### src/rtl/mini_alu_pkg.sv
// Shared definitions for the Mini-ALU stages.
//   ALU_W        default datapath width; it must match the add/subtract stage.
//   OP_*         2-bit operation encoding. Bit 0 selects subtract and bit 1
//                marks a chained (carry/borrow-in) operation.
//   seq_state_t  issue/retire sequencer states.
package mini_alu_pkg;

   localparam int ALU_W = 6;

   localparam logic [1:0] OP_ADD = 2'b00;
   localparam logic [1:0] OP_SUB = 2'b01;
   localparam logic [1:0] OP_ADC = 2'b10;
   localparam logic [1:0] OP_SBB = 2'b11;

   typedef enum logic [1:0] {
      IDLE  = 2'b00,
      PASS1 = 2'b01,
      PASS2 = 2'b10,
      DONE  = 2'b11
   } seq_state_t;

endpackage

### src/rtl/alu_flag_gen.sv
// Combinational flag generation for the Mini-ALU.
// Ports:
//   x_sign, y_sign  in  sign bits of the registered operands
//   op_sub          in  1 = subtract-class op (SUB/SBB)
//   res             in  W-bit final result
//   c1, c2          in  carry-out of pass 1 / pass 2 (c2 = identity value
//                       when the second pass is skipped)
//   cf              out carry (add ops) or borrow (sub ops)
//   ovf             out signed overflow
//   zero            out result == 0
//   neg             out result MSB
module alu_flag_gen #(
   parameter int W = 6
) (
   input  logic         x_sign,
   input  logic         y_sign,
   input  logic         op_sub,
   input  logic [W-1:0] res,
   input  logic         c1,
   input  logic         c2,
   output logic         cf,
   output logic         ovf,
   output logic         zero,
   output logic         neg
);

   logic res_sign;

   assign res_sign = res[W-1];

   // The adder reports "no borrow" as carry-out = 1, so a borrow happened
   // when either pass lacked a carry-out.
   assign cf   = op_sub ? ~(c1 & c2) : (c1 | c2);

   // Overflow is judged on the original operands against the final result,
   // so it stays correct across the +1 / -1 second pass.
   assign ovf  = op_sub ? ((x_sign != y_sign) & (res_sign != x_sign))
                        : ((x_sign == y_sign) & (res_sign != x_sign));

   assign zero = (res == '0);
   assign neg  = res_sign;

endmodule

### src/rtl/alu_op_sequencer.sv
// Issue/retire sequencer placed in front of the Mini-ALU add/subtract stage.
// Accepts one op over in_valid/in_ready, drives the external adder for one or
// two passes, then holds a registered result plus flags over out_valid/out_ready.
// Ports:
//   clk, rst_n                    clock, asynchronous active-low reset
//   in_valid, in_ready            request handshake (in_ready high only in IDLE)
//   in_op, in_x, in_y             op (ADD/SUB/ADC/SBB) and operands
//   add_x, add_y, add_sel         registered adder operands / subtract select
//   add_sum, add_cout             adder result and carry-out (1 = no borrow)
//   out_valid, out_ready          result handshake
//   out_res, out_cf, out_ovf,
//   out_zero, out_neg             registered result and flags
// Build option: define MINI_ALU_CARRY_CHAIN_EN to enable ADC/SBB chaining with
// a stored carry flag. Without it ADC decodes as ADD, SBB as SUB, and the
// second adder pass does not exist.
import mini_alu_pkg::*;

module alu_op_sequencer #(
   parameter int W = ALU_W
) (
   input  logic         clk,
   input  logic         rst_n,
   input  logic         in_valid,
   output logic         in_ready,
   input  logic [1:0]   in_op,
   input  logic [W-1:0] in_x,
   input  logic [W-1:0] in_y,
   output logic [W-1:0] add_x,
   output logic [W-1:0] add_y,
   output logic         add_sel,
   input  logic [W-1:0] add_sum,
   input  logic         add_cout,
   output logic         out_valid,
   input  logic         out_ready,
   output logic [W-1:0] out_res,
   output logic         out_cf,
   output logic         out_ovf,
   output logic         out_zero,
   output logic         out_neg
);

   seq_state_t state;
   logic       op_sub_q;
   logic       x_sign_q;
   logic       y_sign_q;
   logic       take_pass2;
   logic       go_done;
   logic       fin_c1;
   logic       fin_c2;
   logic       fg_cf;
   logic       fg_ovf;
   logic       fg_zero;
   logic       fg_neg;

`ifdef MINI_ALU_CARRY_CHAIN_EN
   logic       chain_q;
   logic       c1_q;
   logic       cf_q;

   assign take_pass2 = (state == PASS1) & chain_q & cf_q;
   assign go_done    = ((state == PASS1) & ~take_pass2) | (state == PASS2);
   assign fin_c1     = (state == PASS2) ? c1_q : add_cout;
   // A skipped second pass contributes the identity: no carry, no borrow.
   assign fin_c2     = (state == PASS2) ? add_cout : op_sub_q;
`else
   assign take_pass2 = 1'b0;
   assign go_done    = (state == PASS1);
   assign fin_c1     = add_cout;
   assign fin_c2     = op_sub_q;
`endif

   assign in_ready = (state == IDLE);

   alu_flag_gen #(.W(W)) u_flag_gen (
      .x_sign (x_sign_q),
      .y_sign (y_sign_q),
      .op_sub (op_sub_q),
      .res    (add_sum),
      .c1     (fin_c1),
      .c2     (fin_c2),
      .cf     (fg_cf),
      .ovf    (fg_ovf),
      .zero   (fg_zero),
      .neg    (fg_neg)
   );

   always_ff @(posedge clk or negedge rst_n) begin
      if (!rst_n) begin
         state     <= IDLE;
         op_sub_q  <= 1'b0;
         x_sign_q  <= 1'b0;
         y_sign_q  <= 1'b0;
         add_x     <= '0;
         add_y     <= '0;
         add_sel   <= 1'b0;
         out_valid <= 1'b0;
         out_res   <= '0;
         out_cf    <= 1'b0;
         out_ovf   <= 1'b0;
         out_zero  <= 1'b0;
         out_neg   <= 1'b0;
`ifdef MINI_ALU_CARRY_CHAIN_EN
         chain_q   <= 1'b0;
         c1_q      <= 1'b0;
         cf_q      <= 1'b0;
`endif
      end else begin
         case (state)
            IDLE: begin
               if (in_valid) begin
                  op_sub_q <= in_op[0];
                  x_sign_q <= in_x[W-1];
                  y_sign_q <= in_y[W-1];
                  add_x    <= in_x;
                  add_y    <= in_y;
                  add_sel  <= in_op[0];
`ifdef MINI_ALU_CARRY_CHAIN_EN
                  chain_q  <= in_op[1];
`endif
                  state    <= PASS1;
               end
            end
            PASS1: begin
`ifdef MINI_ALU_CARRY_CHAIN_EN
               c1_q <= add_cout;
               if (take_pass2) begin
                  // Second pass applies the stored carry/borrow as +1/-1.
                  add_x <= add_sum;
                  add_y <= W'(1);
                  state <= PASS2;
               end
`endif
            end
`ifdef MINI_ALU_CARRY_CHAIN_EN
            PASS2: ;
`endif
            DONE: begin
               if (out_ready) begin
                  out_valid <= 1'b0;
                  state     <= IDLE;
               end
            end
            default: state <= IDLE;
         endcase

         // Final pass: load result/flags and park the adder inputs at zero.
         if (go_done) begin
            state     <= DONE;
            add_x     <= '0;
            add_y     <= '0;
            add_sel   <= 1'b0;
            out_valid <= 1'b1;
            out_res   <= add_sum;
            out_cf    <= fg_cf;
            out_ovf   <= fg_ovf;
            out_zero  <= fg_zero;
            out_neg   <= fg_neg;
`ifdef MINI_ALU_CARRY_CHAIN_EN
            cf_q      <= fg_cf;
`endif
         end
      end
   end

endmodule

### config.mk
export PLATFORM = sky130hd
export DESIGN_NAME = alu_op_sequencer
export DESIGN_NICKNAME = d
export VERILOG_FILES = /design/src/rtl/mini_alu_pkg.sv /design/src/rtl/alu_flag_gen.sv /design/src/rtl/alu_op_sequencer.sv
export SDC_FILE = /design/constraint.sdc
export NUM_CORES = 1
export LEC_CHECK = 0
export ABC_AREA = 1
export CORE_MARGIN = 1.5
export CORE_UTILIZATION = 44
export DETAILED_ROUTE_END_ITERATION = 10
export MAX_ROUTING_LAYER = met4
export PLACE_DENSITY = 0.93
export SYNTH_ARGS = -nofsm -noshare
export SYNTH_HDL_FRONTEND = slang
export SYNTH_SLANG_ARGS = --single-unit
### constraint.sdc
create_clock -name clk -period 1.7 [get_ports clk]
set_input_delay 0.34 -clock clk [delete_from_list [all_inputs] [get_ports clk]]
set_output_delay 0.34 -clock clk [all_outputs]
set_load 0.05 [all_outputs]
==> summary.txt, run 1 <==
Clock tree
  • Worst-path clk slew: 0.14 ns
  • Clock Path Buffers: 2
  • Postcts setup bufs: 0
  • CTS Hold Bufs: 0
  • CTS Sinks: 28
  • CTS buffer count: 3
  • Max H-tree Level: 1
  • CTS root buffer: clkbuf_4
  • CTS tree: built
  • Worst skew pair latency: 0.32 ns
  • Cts repair resizes: 0

Floorplanning
  • Die height: 53.9 um
  • Core footprint: 2450 um2
  • Die X-Extent: 53.9 um
  • Initial Utilization: 0.464
  • Cell Rows: 18
  • Die Area: 2900 um2
  • Top Ports: 50

STA
  • Final hold violation count: 0
  • Setup TNS: 0 ns
  • Layout Skew: 0.000951 ns
  • Max Freq: 648 MHz
  • Period minus WS final: 1.54 ns
  • Slew Viols, Final: 0
  • Slew @ Worst Pin: 0.332 ns
  • Slew margin rel.: 0.779
  • Fin crit share: 0.907
  • RSZ-0062 raised after global routing: no
  • Final Setup Violations: 0

Global route
  • GRT Total Usage: 0.203
  • Pin count of the biggest net entering global routing: 29
  • First-pass GRT wire length: 4.02 mm
  • Vias in the first global route: 972
  • Total grt overflow: 0
  • Initial antenna violation count: 0

Final layout
  • Final Net Count: 206
  • Area grow syn2layout: 42.2%
  • Finished Core Util: 0.660
  • Final Cell Area: 1620 um2
  • N_diodes: 0
  • Layout cells sized above 1: 0.200

Outcome
  • Status: completed

Yosys
  • Post-synth cell types: 15
  • Post-Syn Nets: 156
  • Register area share after synthesis: 0.615
  • Warning count from the yosys run: 0
  • Yosys reg bits: 28
  • Syn Inst Count: 131
  • Syn Area/Cell: 8.69 um2
  • Synth Cell Area: 1140 um2

Power and ir drop
  • Clock share of power: 0.094
  • Switching part of the total: 0.512
  • VDD IR max: 1.53 mV
  • Sequential share of power: 0.338
  • PD cells: 2050 nW/um2
  • Cell Int Power: 0.00162 W
  • Comb power frac: 0.568
  • Switching power total: 0.00170 W
  • Leak: 0.876 nW
  • Total power: 0.00332 W

Critical path
  • Critical Setup Path Class: reg -> out
  • CP Cell Sequence: nor2_1 > buf_12
  • Crit path max fanout: 6
  • CP peak stage delay: 0.49 ns
  • Top delay family on crit path: flip-flops
  • Slowest CP cell: dfrtp_1
  • CP Capture Type: output port
  • CP Data Required Time: 1.36 ns
  • Worst EP arrival: 1.20 ns
  • Crit path launch type: flop
  • Buf+Inv Stages, Crit Path: 1

Drt
  • Post-DRT Antenna Nets: 0
  • DRT Pass-1 Iters: 4
  • Drt total wl: 2.43 mm
  • Vias: 980
  • DRT iter0 DRCs: 8
  • Avg WL per Cell: 11.6 um
  • Drt drc: 0
  • DR vias/cell: 4.67

Placed design
  • DPL Wire Length: 1.89 mm
  • PortBufs: 48
  • Area after DPL: 1580 um2
  • GPL Wtd Cong: 0.750

Min path
  • Worst Hold Class: in -> async

Flow run
  • Max-Cap Viols: 0
-- through the flow --
stage	setup WS, ns	instances	hold slack (ns)
2_1_floorplan	0.253	131	0.0444
3_3_place_gp	0.256	206	0.459
3_5_place_dp	0.221	206	0.466
4_1_cts	0.122	210	0.368
5_1_grt	0.0903	210	0.391
6_report	0.158	210	0.369
-- final timing paths --
kind	startpoint	end	slack (ns)	depth (start not counted)
max	state[0]	in_ready	0.16	2
max in group asynchronous	rst_n	add_x[5]	1.08	2
min reg2reg	add_sel	add_sel	0.49	2
max reg2reg	state[0]	add_y[3]	0.47	5
min in group clk	add_sel	add_sel	0.49	2
min	rst_n	out_cf	0.37	2
-- worst reg2reg max path: stages, from the launching register on --
cell and delay [ns]:
dfrtp_1 0.49, nand2_2 0.26, nand2_1 0.10, inv_2 0.19, nand2_1 0.09, nand2_1 0.07
-- layout by cell type, fill, tap and decap left out --
cell | netlist | layout
nand2_1 | 68 | 68
dfrtp_1 | 28 | 28
buf_4 | 2 | 25
clkdlybuf4s50_1 | 0 | 23
nor2_1 | 7 | 7
inv_1 | 6 | 6
o21ai_0 | 6 | 6
nand3_1 | 4 | 4
clkbuf_4 | 0 | 3
inv_2 | 2 | 2
nand2_2 | 2 | 2
nor2_4 | 1 | 1
nor2_2 | 1 | 1
a31oi_1 | 1 | 1
xnor2_1 | 1 | 1
clkbuf_8 | 0 | 1
buf_12 | 0 | 1
-- registers in the layout, summed over array words and instances (netlist names) --
| register | cells |
|---|---|
| x_sign_q | 1 |
| out_zero | 1 |
| add_x | 6 |
| add_y | 6 |
| out_cf | 1 |
| out_ovf | 1 |
| out_res | 6 |
| add_sel | 1 |
| fin_c2 | 1 |
| state | 2 |
| out_valid | 1 |
| y_sign_q | 1 |
-- cells by family after synthesis --
logic type,Yosys count,synth area share
xor+xnor,1,0.00769
compound gates,7,0.0319
buf+inv,12,0.0538
simple gates,83,0.291
flops,28,0.615
-- power by group through the flow --
| stage | clock network [W] | logic (W) | registers [W] |
|---|---|---|---|
| CTS | 0.000328 | 0.00191 | 0.00113 |
| floorplan | 0 | 0.000623 | 0.00184 |
| finish | 0.000312 | 0.00189 | 0.00112 |
| detailed placement | 0 | 0.00191 | 0.00114 |
| global route | 0.000350 | 0.00204 | 0.00116 |
| global placement | 0 | 0.00186 | 0.00112 |
-- cell usage after synthesis --
library cell | n | area, um2
o21ai_0 | 6 | 30.0
nor2_1 | 7 | 26.3
nor2_4 | 1 | 11.3
xnor2_1 | 1 | 8.76
buf_6 | 1 | 11.3
nor2_2 | 1 | 6.26
buf_2 | 1 | 5.00
inv_2 | 2 | 7.51
nand2_1 | 68 | 255
nand2_2 | 2 | 12.5
inv_1 | 6 | 22.5
nand3_1 | 4 | 20.0
a31oi_1 | 1 | 6.26
dfrtp_1 | 28 | 701
buf_4 | 2 | 15.0
-- routing by layer --
layer / share of wire / wire length, um / global-route usage / vias up
met5: 0 / 0 / - / -
met4: 0.016 / 39 / 0.0940 / 0
met3: 0.080 / 194 / 0.0472 / 4
met2: 0.48 / 1170 / 0.346 / 41
met1: 0.42 / 1020 / 0.224 / 438
li1: - / - / - / 497
-- area by class of cell --
| type | instances | area (um2) |
|---|---|---|
| inverter | 8 | 30.0 |
| tap | 30 | 37.5 |
| timing repair buffer | 49 | 438 |
| clock buffer | 4 | 36.3 |
| fill | 213 | 836 |
| multi-input combinational | 91 | 377 |
| sequential | 28 | 701 |
No activity file was read; power rests on OpenSTA's default activity.
==> inputs of run 2 (changes only) <==
--- a/config.mk
+++ b/config.mk
@@ -6,11 +6,13 @@
 export NUM_CORES = 1
 export LEC_CHECK = 0
 export ABC_AREA = 1
+export ABC_CLOCK_PERIOD_IN_PS = 1700
 export CORE_MARGIN = 1.5
 export CORE_UTILIZATION = 44
 export DETAILED_ROUTE_END_ITERATION = 10
 export MAX_ROUTING_LAYER = met4
 export PLACE_DENSITY = 0.93
+export SETUP_SLACK_MARGIN = 0.2
 export SYNTH_ARGS = -nofsm -noshare
 export SYNTH_HDL_FRONTEND = slang
 export SYNTH_SLANG_ARGS = --single-unit
==> run 2 against run 1 <==
Effect of this change: final cell count up 0.95%; sequential power hardly changed; cell area rose by 1.5%; routed wire length is 1.4% higher; via count is 1.0% higher; flip-flop and latch count unchanged; non-clock buffer count grew 2; utilization up 1.0 points; clock skew increased by 0.0012 ns; combinational power rose by 3%; maximum frequency up 8.5%.
==> summary.txt, run 2 (synthesis results as in run 1) <==
STA
  • Final hold violation count: 0
  • RSZ-0062 raised after global routing: no
  • Max Freq: 703 MHz
  • Fin crit share: 0.836
  • Layout Skew: 0.00218 ns
  • Setup TNS: 0 ns
  • Period minus WS final: 1.42 ns
  • Slew @ Worst Pin: 0.328 ns
  • Final Setup Violations: 0
  • Slew Viols, Final: 0
  • Slew margin rel.: 0.781

Global route
  • Total grt overflow: 0
  • GRT Total Usage: 0.204
  • First-pass GRT wire length: 4.04 mm
  • Vias in the first global route: 977
  • Pin count of the biggest net entering global routing: 29
  • Initial antenna violation count: 0

Placed design
  • Area after DPL: 1580 um2
  • Inst Count DP: 206
  • DPL Wire Length: 1.89 mm
  • GPL Wtd Cong: 0.750
  • PortBufs: 48

Power and ir drop
  • VDD IR max: 1.58 mV
  • Leak: 0.884 nW
  • PD cells: 2060 nW/um2

Outcome
  • Status: completed

Final layout
  • Top Registers: add_x (6), add_y (6), out_res (6)
  • N_diodes: 0
  • Most common cell after layout, fill and taps aside: nand2_1
  • Fill cell count: 209
  • Final Cell Area: 1640 um2
  • Layout cells sized above 1: 0.225
  • Final Non-Filler Cells: 212
  • Final Net Count: 208
  • Most frequent cells in the layout: nand2_1 (68), buf_4 (27), dfrtp_1 (26)
  • Area grow syn2layout: 44.4%

Min path
  • Worst Hold Class: in -> async

Clock tree
  • CTS Hold Bufs: 0
  • CTS tree: built
  • Worst skew pair latency: 0.32 ns
  • Clock Path Buffers: 2
  • CTS root buffer: clkbuf_4
  • CTS Sinks: 28
  • Max H-tree Level: 1
  • Worst-path clk slew: 0.14 ns
  • CTS buffer count: 3

Floorplanning
  • Initial Utilization: 0.464
  • Top Ports: 50
  • Die X-Extent: 53.9 um
  • Cell Rows: 18
  • Die height: 53.9 um
  • Core footprint: 2450 um2
  • Die Area: 2900 um2

Critical path
  • CP Capture Type: output port
  • Crit path launch type: flop
  • Crit path max fanout: 4
  • Critical Setup Path Class: reg -> out
  • CP Data Required Time: 1.36 ns
  • Worst EP arrival: 1.08 ns

Drt
  • DR vias/cell: 4.67
  • Vias: 990
  • DRT Pass-1 Iters: 4
  • Avg WL per Cell: 11.6 um
  • DRT iter0 DRCs: 10
  • Drt drc: 0
  • Post-DRT Antenna Nets: 0
  • Drt total wl: 2.46 mm

Flow run
  • Max-Cap Viols: 0
run 2: final timing paths:
check	start	endpoint	slack, ns	cells after the start
max reg2reg	state[0]	y_sign_q	0.38	5
min reg2reg	add_sel	add_sel	0.49	2
min in group clk	add_sel	add_sel	0.49	2
max	state[1]	in_ready	0.28	2
max in group asynchronous	rst_n	state[1]	1.07	2
min	rst_n	out_cf	0.36	2
run 2: report_power, final:
group	switching (W)	internal (W)
Sequential	0.000185	0.000939
Combinational	0.00135	0.000594
Clock	0.000185	0.000131
Total	0.00172	0.00166
run 2: stage by stage:
| stage | total power [W] | setup WS (ns) | utilization | hold WS, ns |
|---|---|---|---|---|
| 2_1_floorplan | 0.00247 | 0.253 | - | 0.0444 |
| 3_3_place_gp | 0.00298 | 0.256 | 0.645 | 0.459 |
| 3_5_place_dp | 0.00304 | 0.221 | 0.645 | 0.466 |
| 4_1_cts | 0.00337 | 0.212 | 0.661 | 0.368 |
| 5_1_grt | 0.00362 | 0.222 | 0.670 | 0.391 |
| 6_report | 0.00339 | 0.278 | 0.670 | 0.364 |
run 2: final cells by class:
| class | count | area [um2] | share of cell area |
|---|---|---|---|
| clock buffer | 4 | 36.3 | 0.0221 |
| inverter | 8 | 30.0 | 0.0183 |
| multi-input combinational | 91 | 384 | 0.234 |
| sequential | 28 | 703 | 0.428 |
| tap | 30 | 37.5 | 0.0228 |
| timing repair buffer | 51 | 453 | 0.275 |
run 2: per-layer routing:
layer	track usage	part of all wire
met5	-	0
met4	0.0940	0.016
met3	0.0472	0.079
met2	0.350	0.49
met1	0.224	0.41
run 2: repair_timing:
action,CTS,global route
buffers inserted,0,2
pin swaps,0,0
setup endpoints to repair,1,1
resized for setup,2,2
run 2: critical path: stages (launching register included):
cell and delay [ns]:
dfrtp_2 0.47, nor2_4 0.14, buf_12 0.14
==> inputs of run 3 (changes only) <==
--- a/config.mk
+++ b/config.mk
@@ -6,12 +6,12 @@
 export NUM_CORES = 1
 export LEC_CHECK = 0
 export ABC_AREA = 1
-export ABC_CLOCK_PERIOD_IN_PS = 1700
+export ABC_CLOCK_PERIOD_IN_PS = 1280
 export CORE_MARGIN = 1.5
-export CORE_UTILIZATION = 44
+export CORE_UTILIZATION = 37
 export DETAILED_ROUTE_END_ITERATION = 10
 export MAX_ROUTING_LAYER = met4
-export PLACE_DENSITY = 0.93
+export PLACE_DENSITY = 0.85
 export SETUP_SLACK_MARGIN = 0.2
 export SYNTH_ARGS = -nofsm -noshare
 export SYNTH_HDL_FRONTEND = slang
==> constraint.sdc (replaced) <==
create_clock -name clk -period 1.28 [get_ports clk]
set_input_delay 0.256 -clock clk [delete_from_list [all_inputs] [get_ports clk]]
set_output_delay 0.256 -clock clk [all_outputs]
set_load 0.05 [all_outputs]
==> run 3 against run 2 <==
Effect of this change: critical path depth is the same; routed wire length grew 16%; worst hold slack lost 0.096 ns; clock power grew 14%; utilization grew 6.3 points; first-iteration DRC count grew 110%; critical endpoint unchanged; clock skew grew 0.0039 ns; cell area grew 26%.
==> summary.txt, run 3 (synthesis results as in run 1) <==
Critical path
  • Crit path launch type: flop
  • R2R setup slack: 0.08 ns
  • Worst EP arrival: 1.02 ns
  • Critical Setup Path Class: reg -> out
  • Crit path max fanout: 2
  • CP Capture Type: output port
  • CP Data Required Time: 1.02 ns

Flow run
  • Max-Cap Viols: 0

Drt
  • Vias: 1047
  • DR vias/cell: 4.65
  • Post-DRT Antenna Nets: 0
  • DRT iter0 DRCs: 21
  • Drt drc: 0
  • DRT Pass-1 Iters: 4
  • Avg WL per Cell: 12.7 um
  • Drt total wl: 2.85 mm

Final layout
  • Fill cell count: 201
  • Area grow syn2layout: 82.1%
  • Most frequent cells in the layout: nand2_1 (67), dfrtp_1 (26), buf_12 (26)
  • Finished Core Util: 0.733
  • Final Non-Filler Cells: 225
  • Most common cell after layout, fill and taps aside: nand2_1
  • Top Registers: add_x (6), add_y (6), out_res (6)
  • Final Cell Area: 2070 um2
  • FF/Latch Area: 703 um2
  • Multi-input logic area: 394 um2
  • Final Net Count: 220
  • N_diodes: 0
  • Layout cells sized above 1: 0.278

Floorplanning
  • Initial Utilization: 0.402
  • Core footprint: 2830 um2
  • Top Ports: 50
  • Die X-Extent: 58.5 um
  • Die Area: 3420 um2
  • Die height: 58.5 um
  • Cell Rows: 19

Placed design
  • Area after DPL: 1920 um2
  • PortBufs: 48
  • DP Worst Slack: 0.00315 ns
  • DPL Wire Length: 1.99 mm
  • Inst Count DP: 210
  • GPL Wtd Cong: 0.750

Power and ir drop
  • Clock share of power: 0.063
  • Leak: 1.03 nW
  • Switching part of the total: 0.455
  • Cell Int Power: 0.00312 W
  • Sequential share of power: 0.287
  • PD cells: 2760 nW/um2
  • Switching power total: 0.00260 W
  • Total power: 0.00572 W
  • Comb power frac: 0.650
  • VDD IR max: 1.26 mV

STA
  • Final hold violation count: 0
  • Max Freq: 786 MHz
  • Worst setup margin: 0.00747 ns
  • RSZ-0062 raised after global routing: yes
  • Period minus WS final: 1.27 ns
  • Fin crit share: 0.994
  • Slew margin rel.: 0.893
  • Slew Viols, Final: 0
  • Layout Skew: 0.00603 ns
  • Slew @ Worst Pin: 0.160 ns
  • Final Setup Violations: 0

Clock tree
  • CTS Hold Bufs: 0
  • CTS buffer count: 3
  • Clock Path Buffers: 2
  • Worst-path clk slew: 0.14 ns
  • CTS Sinks: 28
  • CTS tree: built
  • Worst skew pair latency: 0.31 ns
  • Max H-tree Level: 1
  • CTS root buffer: clkbuf_4

Global route
  • Total grt overflow: 0
  • GRT Total Usage: 0.177
  • Vias in the first global route: 1077
  • Pin count of the biggest net entering global routing: 29
  • Initial antenna violation count: 0
  • First-pass GRT wire length: 4.50 mm

Outcome
  • Status: completed

Min path
  • Worst Hold Class: in -> async
[run 3: cell types whose count changed in the layout (fill, tap and decap cells not counted), sizes merged]
cell,before,now
clkinv,0,1
buf,28,39
[run 3: critical path, cell delays in order, from the launching register on]
cell,delay [ns]
dfrtp_1,0.43
nor2_4,0.13
buf_12,0.14
[run 3: power by group through the flow]
stage	clock network, W	logic, W	registers, W
floorplan	0	0.000831	0.00246
global placement	0	0.00326	0.00165
detailed placement	0	0.00332	0.00169
CTS	0.000376	0.00360	0.00164
global route	0.000409	0.00394	0.00168
finish	0.000359	0.00372	0.00164
[run 3: path summary, 6_finish.rpt]
path	from	to	cells after the start
max in group asynchronous	rst_n	state[0]	2
max reg2reg	state[1]	y_sign_q	7
min reg2reg	add_y[3]	add_y[3]	2
min	rst_n	out_res[3]	2
min in group clk	in_y[0]	add_y[0]	3
max	state[1]	in_ready	2
[run 3: cell type report]
cell class              count  area share
repair buffers             62       0.418
flip-flops and latches     28       0.339
multi-input cells          91       0.190
inverters                   8      0.0181
repair inverters            1     0.00302
clock buffers               4      0.0127
well taps                  31      0.0187
[run 3: layer usage]
layer | track usage | up-vias | part of all wire
met1 | 0.191 | 478 | 0.40
met3 | 0.0396 | 4 | 0.066
met4 | 0.0498 | 0 | 0.0063
met5 | - | - | 0
met2 | 0.324 | 40 | 0.53
li1 | - | 525 | -
[run 3: metrics by stage]
step                      TNS, ns  hold WS (ns)
after floorplan                 0       -0.0396
after global placement          0         0.517
after detailed placement        0         0.523
after CTS                       0         0.264
after global routing      -0.0924         0.282
final                           0         0.269
[run 3: what timing repair did]
item / in CTS / in global routing
setup buffers: 6 / 2
hold endpoints to repair: 0 / 0
gates cloned: 2 / 1
gates resized for setup: 8 / 12
setup endpoints to repair: 28 / 53
